$ cat src/rtl/queue_drain_if.sv
// ============================================================================
//  queue_drain_if
//  Queue-side and output-side signal bundle for queue_drain.
//  Revision: 1.0  initial release
// ============================================================================
`default_nettype none

interface queue_drain_if #(
   parameter int DATA_WIDTH = 8,
   parameter int CNT_WIDTH  = 16
);
   logic                  qEmpty_IN;
   logic [DATA_WIDTH-1:0] qData_IN;
   logic                  qPopReq_OUT;
   logic                  qFlush_OUT;
   logic                  flush_IN;
   logic                  outValid_OUT;
   logic [DATA_WIDTH-1:0] outData_OUT;
   logic                  outReady_IN;
   logic                  stall_OUT;
   logic [CNT_WIDTH-1:0]  drainCnt_OUT;

   // Environment view: feeds the queue head and downstream ready.
   modport master (
      output qEmpty_IN, qData_IN, flush_IN, outReady_IN,
      input  qPopReq_OUT, qFlush_OUT, outValid_OUT, outData_OUT,
             stall_OUT, drainCnt_OUT
   );

   modport slave (
      input  qEmpty_IN, qData_IN, flush_IN, outReady_IN,
      output qPopReq_OUT, qFlush_OUT, outValid_OUT, outData_OUT,
             stall_OUT, drainCnt_OUT
   );
endinterface

`default_nettype wire

$ cat src/rtl/queue_drain.sv
// ============================================================================
//  queue_drain
//  Pops DONE entries from the circular queue head into a 2-entry output FIFO.
//  Revision: 1.0  initial release
// ============================================================================
`default_nettype none

module queue_drain #(
   parameter int DATA_WIDTH  = 8,
   parameter int DONE_BIT    = 7,
   parameter int STALL_LIMIT = 15,
   parameter int CNT_WIDTH   = 16
) (
   input  logic          clk,
   input  logic          reset,
   queue_drain_if.slave  bus
);

   localparam logic [0:0] ST_RUN        = 1'b0;
   localparam logic [0:0] ST_FLUSH      = 1'b1;
   localparam logic [7:0] C_STALL_LIMIT = 8'(STALL_LIMIT);

   logic [0:0]            state_q, state_d;
   logic [1:0]            bufCnt_q, bufCnt_d;
   logic [DATA_WIDTH-1:0] buf0_q, buf0_d;
   logic [DATA_WIDTH-1:0] buf1_q, buf1_d;
   logic [7:0]            stallCnt_q, stallCnt_d;
   logic                  stall_q, stall_d;
   logic [CNT_WIDTH-1:0]  drainCnt_q, drainCnt_d;

   logic w_run;
   logic w_done;
   logic w_valid;
   logic w_deq;
   logic w_pop;

   assign w_run   = (state_q == ST_RUN);
   assign w_done  = bus.qData_IN[DONE_BIT];
   assign w_valid = (bufCnt_q != 2'd0);
   assign w_deq   = w_valid && bus.outReady_IN && !bus.flush_IN;
   // Reset gates the request so the queue never sees a pop while reset is held.
   assign w_pop   = reset && w_run && !bus.qEmpty_IN && w_done && !bus.flush_IN &&
                    ((bufCnt_q != 2'd2) || w_deq);

   always_comb begin
      state_d    = bus.flush_IN ? ST_FLUSH : ST_RUN;
      bufCnt_d   = bufCnt_q;
      buf0_d     = buf0_q;
      buf1_d     = buf1_q;
      stallCnt_d = stallCnt_q;
      drainCnt_d = drainCnt_q + CNT_WIDTH'(w_pop);

      if (bus.flush_IN) begin
         bufCnt_d = 2'd0;
      end else begin
         // buf0 is always the oldest entry; buf1 only holds data when bufCnt==2.
         case ({w_pop, w_deq})
            2'b10: begin
               if (bufCnt_q == 2'd0) buf0_d = bus.qData_IN;
               else                  buf1_d = bus.qData_IN;
               bufCnt_d = bufCnt_q + 2'd1;
            end
            2'b01: begin
               buf0_d   = buf1_q;
               bufCnt_d = bufCnt_q - 2'd1;
            end
            2'b11: begin
               if (bufCnt_q == 2'd1) begin
                  buf0_d = bus.qData_IN;
               end else begin
                  buf0_d = buf1_q;
                  buf1_d = bus.qData_IN;
               end
            end
            default: ;
         endcase
      end

      if (bus.flush_IN || w_pop || bus.qEmpty_IN) begin
         stallCnt_d = 8'd0;
      end else if (w_run && !w_done && (stallCnt_q < C_STALL_LIMIT)) begin
         stallCnt_d = stallCnt_q + 8'd1;
      end

      stall_d = (stallCnt_d == C_STALL_LIMIT);
   end

   always_ff @(posedge clk or negedge reset) begin
      if (!reset) begin
         state_q    <= ST_RUN;
         bufCnt_q   <= 2'd0;
         buf0_q     <= '0;
         buf1_q     <= '0;
         stallCnt_q <= 8'd0;
         stall_q    <= 1'b0;
         drainCnt_q <= '0;
      end else begin
         state_q    <= state_d;
         bufCnt_q   <= bufCnt_d;
         buf0_q     <= buf0_d;
         buf1_q     <= buf1_d;
         stallCnt_q <= stallCnt_d;
         stall_q    <= stall_d;
         drainCnt_q <= drainCnt_d;
      end
   end

   assign bus.qPopReq_OUT  = w_pop;
   assign bus.qFlush_OUT   = (state_q == ST_FLUSH);
   assign bus.outValid_OUT = w_valid;
   assign bus.outData_OUT  = buf0_q;
   assign bus.stall_OUT    = stall_q;
   assign bus.drainCnt_OUT = drainCnt_q;

endmodule

`default_nettype wire

$ cat src/flat_wrapper.sv
// flat-port wrapper written by rule: the top's interface ports become plain ports
module queue_drain_flat 
#(
   parameter int DATA_WIDTH  = 8,
   parameter int DONE_BIT    = 7,
   parameter int STALL_LIMIT = 15,
   parameter int CNT_WIDTH   = 16
)
  (clk, reset, bus_qEmpty_IN, bus_qData_IN, bus_flush_IN, bus_outReady_IN, bus_qPopReq_OUT, bus_qFlush_OUT, bus_outValid_OUT, bus_outData_OUT, bus_stall_OUT, bus_drainCnt_OUT);
  queue_drain_if #(.DATA_WIDTH(DATA_WIDTH), .CNT_WIDTH(CNT_WIDTH)) bus_i ();
  input  logic clk;
  input  logic reset;
  input wire logic [$bits(bus_i.qEmpty_IN)-1:0] bus_qEmpty_IN;
  input wire logic [$bits(bus_i.qData_IN)-1:0] bus_qData_IN;
  input wire logic [$bits(bus_i.flush_IN)-1:0] bus_flush_IN;
  input wire logic [$bits(bus_i.outReady_IN)-1:0] bus_outReady_IN;
  output wire logic [$bits(bus_i.qPopReq_OUT)-1:0] bus_qPopReq_OUT;
  output wire logic [$bits(bus_i.qFlush_OUT)-1:0] bus_qFlush_OUT;
  output wire logic [$bits(bus_i.outValid_OUT)-1:0] bus_outValid_OUT;
  output wire logic [$bits(bus_i.outData_OUT)-1:0] bus_outData_OUT;
  output wire logic [$bits(bus_i.stall_OUT)-1:0] bus_stall_OUT;
  output wire logic [$bits(bus_i.drainCnt_OUT)-1:0] bus_drainCnt_OUT;
  assign bus_i.qEmpty_IN = bus_qEmpty_IN;
  assign bus_i.qData_IN = bus_qData_IN;
  assign bus_i.flush_IN = bus_flush_IN;
  assign bus_i.outReady_IN = bus_outReady_IN;
  assign bus_qPopReq_OUT = bus_i.qPopReq_OUT;
  assign bus_qFlush_OUT = bus_i.qFlush_OUT;
  assign bus_outValid_OUT = bus_i.outValid_OUT;
  assign bus_outData_OUT = bus_i.outData_OUT;
  assign bus_stall_OUT = bus_i.stall_OUT;
  assign bus_drainCnt_OUT = bus_i.drainCnt_OUT;
  queue_drain #(.DATA_WIDTH(DATA_WIDTH), .DONE_BIT(DONE_BIT), .STALL_LIMIT(STALL_LIMIT), .CNT_WIDTH(CNT_WIDTH)) u_core (.clk(clk), .reset(reset), .bus(bus_i));
endmodule
$ cat config.mk
export PLATFORM = sky130hd
export DESIGN_NAME = queue_drain_flat
export DESIGN_NICKNAME = d
export VERILOG_FILES = /design/src/rtl/queue_drain_if.sv /design/src/rtl/queue_drain.sv /design/src/flat_wrapper.sv
export SDC_FILE = /design/constraint.sdc
export NUM_CORES = 1
export LEC_CHECK = 0
export CAP_MARGIN = 10
export CORE_ASPECT_RATIO = 1.1
export CORE_MARGIN = 2
export CORE_UTILIZATION = 46
export DETAILED_ROUTE_END_ITERATION = 7
export PLACE_DENSITY = 0.75
export REMOVE_ABC_BUFFERS = 1
export SLEW_MARGIN = 20
export SYNTH_ARGS = -nofsm -noshare
export SYNTH_HDL_FRONTEND = slang
export SYNTH_SLANG_ARGS = --single-unit
$ cat constraint.sdc
create_clock -name clk -period 2.2 [get_ports clk]
set_clock_uncertainty 0.1 [all_clocks]
set_input_delay 0.22 -clock clk [delete_from_list [all_inputs] [get_ports clk]]
set_output_delay 0.22 -clock clk [all_outputs]
set_load 0.01 [all_outputs]
# --- Word-level counts from Yosys, hierarchy flattened ---
# Cells that the tools add are included.
totals:
  ff_bits: 44
  latch_bits: 0
  ram_bits: 0
  rom_bits: 0
  inputBits: 13
  word_cells: 56
  n_memories: 0
op_classes:
  addsub: 4
  mul: 0
  div: 0
  n_lt_le_gt_ge: 1
  eq_ne: 9
  shifts: 0
  n_mux: 11
  n_bitwise: 2
  n_reduce_logical: 22
ops:
  columns: ["operator", "n"]
  rows:
  - ["8-bit 2-to-1 mux", 6]
  - ["8-bit case mux with 3 select lines", 1]
  - ["16-bit by 1-bit adder with 16-bit output", 1]
  - ["8-bit case mux with 2 select lines", 1]
  - ["1-bit logical AND", 9]
  - ["8-bit by 1-bit adder with 8-bit output (second input constant)", 1]
  - ["8-bit by 4-bit equality test with 1-bit output (second input constant)", 1]
  - ["8-bit by 4-bit less-than comparator with 1-bit output (second input constant)", 1]
  - ["2-bit != test (second input constant)", 3]
  - ["3-bit nonzero test", 2]
  - ["2-bit by 1-bit equality test with 1-bit output (second input constant)", 2]
  - ["2-bit equality test (second input constant)", 2]
  - ["2-bit case mux with 2 select lines", 1]
  - ["4-bit AND reduction", 1]
  - ["2-bit nonzero test", 2]
  - ["1-bit zero test", 3]
  - ["1-bit logical OR", 3]
  - ["3-bit AND reduction", 1]
  - ["2-bit by 1-bit adder with 2-bit output (second input constant)", 1]
  - ["2-bit zero test", 1]
  - ["2-bit 2-to-1 mux", 1]
  - ["2-bit by 1-bit != test with 1-bit output (second input constant)", 1]
  - ["1-bit NOT", 2]
  - ["2-bit by 1-bit subtractor with 2-bit output (second input constant)", 1]
  - ["1-bit 2-to-1 mux", 1]

# --- Depth between registers and ports, before layout ---
depth:
  depth_word: 10
  depth_mapped: 11
  mapped_depth_nobuf: 10

# --- Worst setup path after synthesis ---
# Ideal clock, no wire load.
synth_timing:
  kind: "flip-flop to flip-flop"
  startpoint: "register u_core.bufCnt_q[0]"
  endpoint: "register u_core.drainCnt_q[15], in the netlist u_core.bus.drainCnt_OUT[15]"
  setup_ns: 0.124
  arrival_ns: 2.266
  required_time_ns: 1.976
  path_slack_ns: -0.290
  path_stages_with_launch: 11
  n_path_buf: 1
  cell_sequence: "dfrtp_1 -> inv_1 -> ha_1 -> nand2b_1 -> buf_4 -> a21oi_1 -> ha_1 -> nand3_1 -> nor3_1 -> nand3_1 -> xnor2_1"
synth_between:
  elab_chain_len: 6
  word_cells_on_any_way: 7
synth_lines:
  columns: ["item", "line_no", "text"]
  rows:
  - ["start, declared", "queue_drain.sv:24", "logic [1:0] bufCnt_q, bufCnt_d;"]
  - ["start signal, assigned", "queue_drain.sv:99", "bufCnt_q <= bufCnt_d;"]
  - ["2-bit nonzero test", "queue_drain.sv:39", "assign w_valid = (bufCnt_q != 2'd0);"]
  - ["1-bit logical AND (2 in series)", "queue_drain.sv:40", "assign w_deq = w_valid && bus.outReady_IN && !bus.flush_IN;"]
  - ["1-bit logical OR (*)", "queue_drain.sv:43", "((bufCnt_q != 2'd2) || w_deq);"]
  - ["1-bit logical AND (*)", "queue_drain.sv:42", "assign w_pop = reset && w_run && !bus.qEmpty_IN && w_done && !bus.flush_IN &&"]
  - ["net bus_qPopReq_OUT", "flat_wrapper.sv:17", "output wire logic [$bits(bus_i.qPopReq_OUT)-1:0] bus_qPopReq_OUT;"]
  - ["16-bit by 1-bit adder with 16-bit output (*)", "queue_drain.sv:51", "drainCnt_d = drainCnt_q + CNT_WIDTH'(w_pop);"]
  - ["net u_core.drainCnt_d[15]", "queue_drain.sv:29", "logic [CNT_WIDTH-1:0] drainCnt_q, drainCnt_d;"]
  - ["end signal, assigned", "queue_drain.sv:104", "drainCnt_q <= drainCnt_d;"]
  - ["end, declared", "queue_drain.sv:29", null]
# Mark *: on every way through the listed nets, which the timed path passes. The rest lies on a longest branch.
# A chain may end at the register's enable or synchronous reset.

# --- Final worst setup path ---
layout_timing:
  startpoint: "register u_core.bufCnt_q[1]"
  endpoint: "register u_core.stall_q, in the netlist u_core.bus.stall_OUT"
layout_between:
  elab_chain_len: 9
  word_cells_on_any_way: 10
layout_lines:
  columns: ["item", "line_no", "text"]
  rows:
  - ["2-bit nonzero test", "queue_drain.sv:39", null]
  - ["1-bit logical AND (2 in series)", "queue_drain.sv:40", null]
  - ["1-bit logical OR (*)", "queue_drain.sv:43", null]
  - ["1-bit logical AND (*)", "queue_drain.sv:42", null]
  - ["1-bit logical OR (*) (2 in series)", "queue_drain.sv:79", "if (bus.flush_IN || w_pop || bus.qEmpty_IN) begin"]
  - ["8-bit 2-to-1 mux (*)", "queue_drain.sv:79", null]
  - ["net u_core.stallCnt_d[2]", "queue_drain.sv:27", "logic [7:0] stallCnt_q, stallCnt_d;"]
  - ["8-bit by 4-bit equality test with 1-bit output (*)", "queue_drain.sv:85", "stall_d = (stallCnt_d == C_STALL_LIMIT);"]
  - ["net u_core.stall_d", "queue_drain.sv:28", "logic stall_q, stall_d;"]
  - ["end signal, assigned", "queue_drain.sv:103", "stall_q <= stall_d;"]
  - ["end, declared", "queue_drain.sv:28", null]
# Marks and branches as above.

==> metrics.yaml <==
run_status:
  outcome: "finished clean"
setup_path:
  critical_path_class: "reg2reg"
  worstPathMaxFanout: 9
  worstSetupStartpointType: "flip-flop"
  worstPathRequired_ns: 2.26
  data_arrival_time_of_the_critical_path_ns: 2.05
  critical_path.endpoint_type: "flip-flop"
sta:
  layout_setup_ws_ns: 0.214
  setup_tns_ns: 0
  post-route-period-util: 0.903
  slew_viol_final: 0
  holdWs_ns: 0.104
  slew-limit-headroom: 0.642
  tightestPinTransition_ns: 0.537
  finalCriticalPeriod_ns: 1.99
  achievable-frequency_mhz: 503
  finalSetupViolations: 0
  rsz0062_at_grt: "false"
  hold_viol: 0
route:
  route.detailed.wl_per_inst_um: 12.1
  drt-vias-per-instance: 5.02
  drc_errors: 0
  drt-total-wl_um: 3760
  drt_first_pass_iters: 4
  postRouteAntennaNets: 0
  via_count: 1557
  first_iter_violations: 84
power:
  power.static_leakage_nw: 1.35
  power.ir.vdd_worst_mv: 0.668
  share_seq_of_total_power: 0.430
  power.switching_fraction: 0.291
  comb_power_share: 0.320
  netSwitchingPower_mw: 0.740
  cell_internal_pwr_mw: 1.80
  pwr_density_cell_nw_per_um2: 882
  power.clock.fraction: 0.250
  finalPower_mw: 2.54
die:
  floorplan.initialDensity: 0.479
  design.core.area_um2: 4320
  die_w_um: 67.9
  die_h_um: 74.3
  num_io_pins: 41
  die_area_um2: 5050
  rows: 25
final_layout:
  commonest_non_fill_non_tap_cell_in_the_layout: "dfrtp_1"
  multi_input_comb_area_um2: 941
  fillerInstances: 350
  postLayoutCoreUtil: 0.668
  finalNetCount: 274
  antennaDiodeCount: 0
  mostFrequentLayoutCells: "dfrtp_1, clkdlybuf4s50_1, buf_4, inv_1, nor2_1"
  area_growth_pct: 39.5
  layout.area.seq_um2: 1100
  layout_cells_sized_above_1: 0.207
global_route:
  grt_antenna_before_repair: 0
  grt_first_pass_wirelength_um: 6480
  grt_max_degree: 45
  grt.total_usage: 0.170
  grt_pass1_vias: 1464
  overflow: 0
cts:
  root_buffer: "clkbuf_8"
  tritoncts.num_buffers: 5
  tritoncts: "built"
  cts.htree.levels: 2
  clkLatencyLatePin_ns: 0.29
  worst_setup_hold_path_clk_slew_ns: 0.08
  clock_sink_count: 44
  clk_path_buf_depth: 2
yosys:
  syn_area_um2: 2070
  ys_seq_elements: 44
  netlist-cell-type-count: 37
  synth_edf_count: 0
  synth-warning-count: 0
  avgSynthCellArea_um2: 11.1
  synth-main-ff-cell: "dfrtp_1"
  yosysSeqAreaShare: 0.533
  synthCells: 186
  async_reset_ff_frac: 1.00
worst_hold_path:
  worst_hold_path_type: "in2async"
flow_run:
  maxCapViolations: 0
place:
  post-dp-hpwl_um: 2830
  io_buffers: 40
  gp_congestion: 0.783
  post-place-ws_ns: -0.180
[through the flow]
| stage | cells | cell area [um^2] |
|---|---|---|
| 3_3_place_gp | 299 | 2680 |
| 6_report | 310 | 2880 |
| 3_5_place_dp | 299 | 2680 |
| 4_1_cts | 309 | 2820 |
| 5_1_grt | 310 | 2880 |
| 2_1_floorplan | 184 | 2050 |
[Yosys cell counts (all sizes together), types with 3 or more instances]
master	instances	area share
inv	19	0.035
xor2	8	0.034
nand2	10	0.022
nor2	19	0.038
and2	4	0.012
nand2b	4	0.012
a21oi	10	0.024
dfrtp	44	0.53
nor3	3	0.0073
a221oi	7	0.030
ha	6	0.036
xnor2	8	0.034
or2	3	0.0091
and3	3	0.0091
mux2i	9	0.044
nand3	8	0.019
[cell families (layout without fill, tap and decap cells)]
logic type,after synthesis,in the layout,share of synthesized area
multiplexers,10,10,0.0490
buffers and inverters,21,91,0.0406
flip-flops,44,44,0.533
AO/OA/AOI/OAI,24,24,0.0963
XOR/XNOR,16,16,0.0678
AND/OR/NAND/NOR,65,65,0.177
adder cells (fa/ha/maj),6,6,0.0363
[power by group through the flow]
stage / registers [mW] / logic [mW] / clock network (mW)
after global routing: 1.12 / 0.905 / 0.694
after CTS: 1.09 / 0.807 / 0.661
after floorplan: 1.14 / 0.353 / 0
after detailed placement: 1.10 / 0.800 / 0
after global placement: 1.10 / 0.780 / 0
final: 1.09 / 0.813 / 0.637
[final timing paths]
kind                                     from              endpoint  slack (ns)  depth (start not counted)
setup / recovery           u_core.bufCnt_q[1]  u_core.bus.stall_OUT        0.21                          7
hold / removal                          reset  u_core.stallCnt_q[3]        0.10                          2
setup reg to reg           u_core.bufCnt_q[1]  u_core.bus.stall_OUT        0.21                          7
hold reg to reg              u_core.buf1_q[7]      u_core.buf1_q[7]        0.37                          1
max in group asynchronous               reset  u_core.stallCnt_q[6]        1.53                          2
min in group clk             u_core.buf1_q[7]      u_core.buf1_q[7]        0.37                          1
[sequential cells by signal (all words and copies together) (netlist names)]
signal,count
u_core.bus.drainCnt_OUT,16
u_core.buf1_q,8
u_core.bus.outData_OUT,8
u_core.stallCnt_q,8
u_core.bufCnt_q,2
u_core.bus.qFlush_OUT,1
u_core.bus.stall_OUT,1
[critical path: stages, from the launching register on]
cell and delay, ns:
dfrtp_1 0.39, inv_1 0.08, ha_2 0.18, nand2b_4 0.13, buf_4 0.17, a21oi_1 0.10
nor4_1 0.37, nor4b_1 0.35
[layer usage]
metal  part of all wire  track usage  wire (um)  vias to the layer above
met4             0.0082       0.0533         31                        0
met1               0.45        0.230       1710                      744
li1                   -            -          -                      776
met5                  0            0          0                        -
met2               0.49        0.272       1860                       33
met3              0.044       0.0408        165                        4
[layout make-up]
type                       count  area share
inverter                      19      0.0247
sequential                    44       0.382
tap                           54      0.0234
multi-input combinational    121       0.326
timing repair buffer          64       0.202
clock inverter                 2      0.0134
clock buffer                   6      0.0286
[timing repair]
action	CTS	global route
setup endpoints to repair	1	7
buffers inserted	1	2
endpoints found under the hold margin	44	0
pin swaps	1	4
hold buffers	1	0
resized for setup	2	12
(Power assumes the default switching activity.)
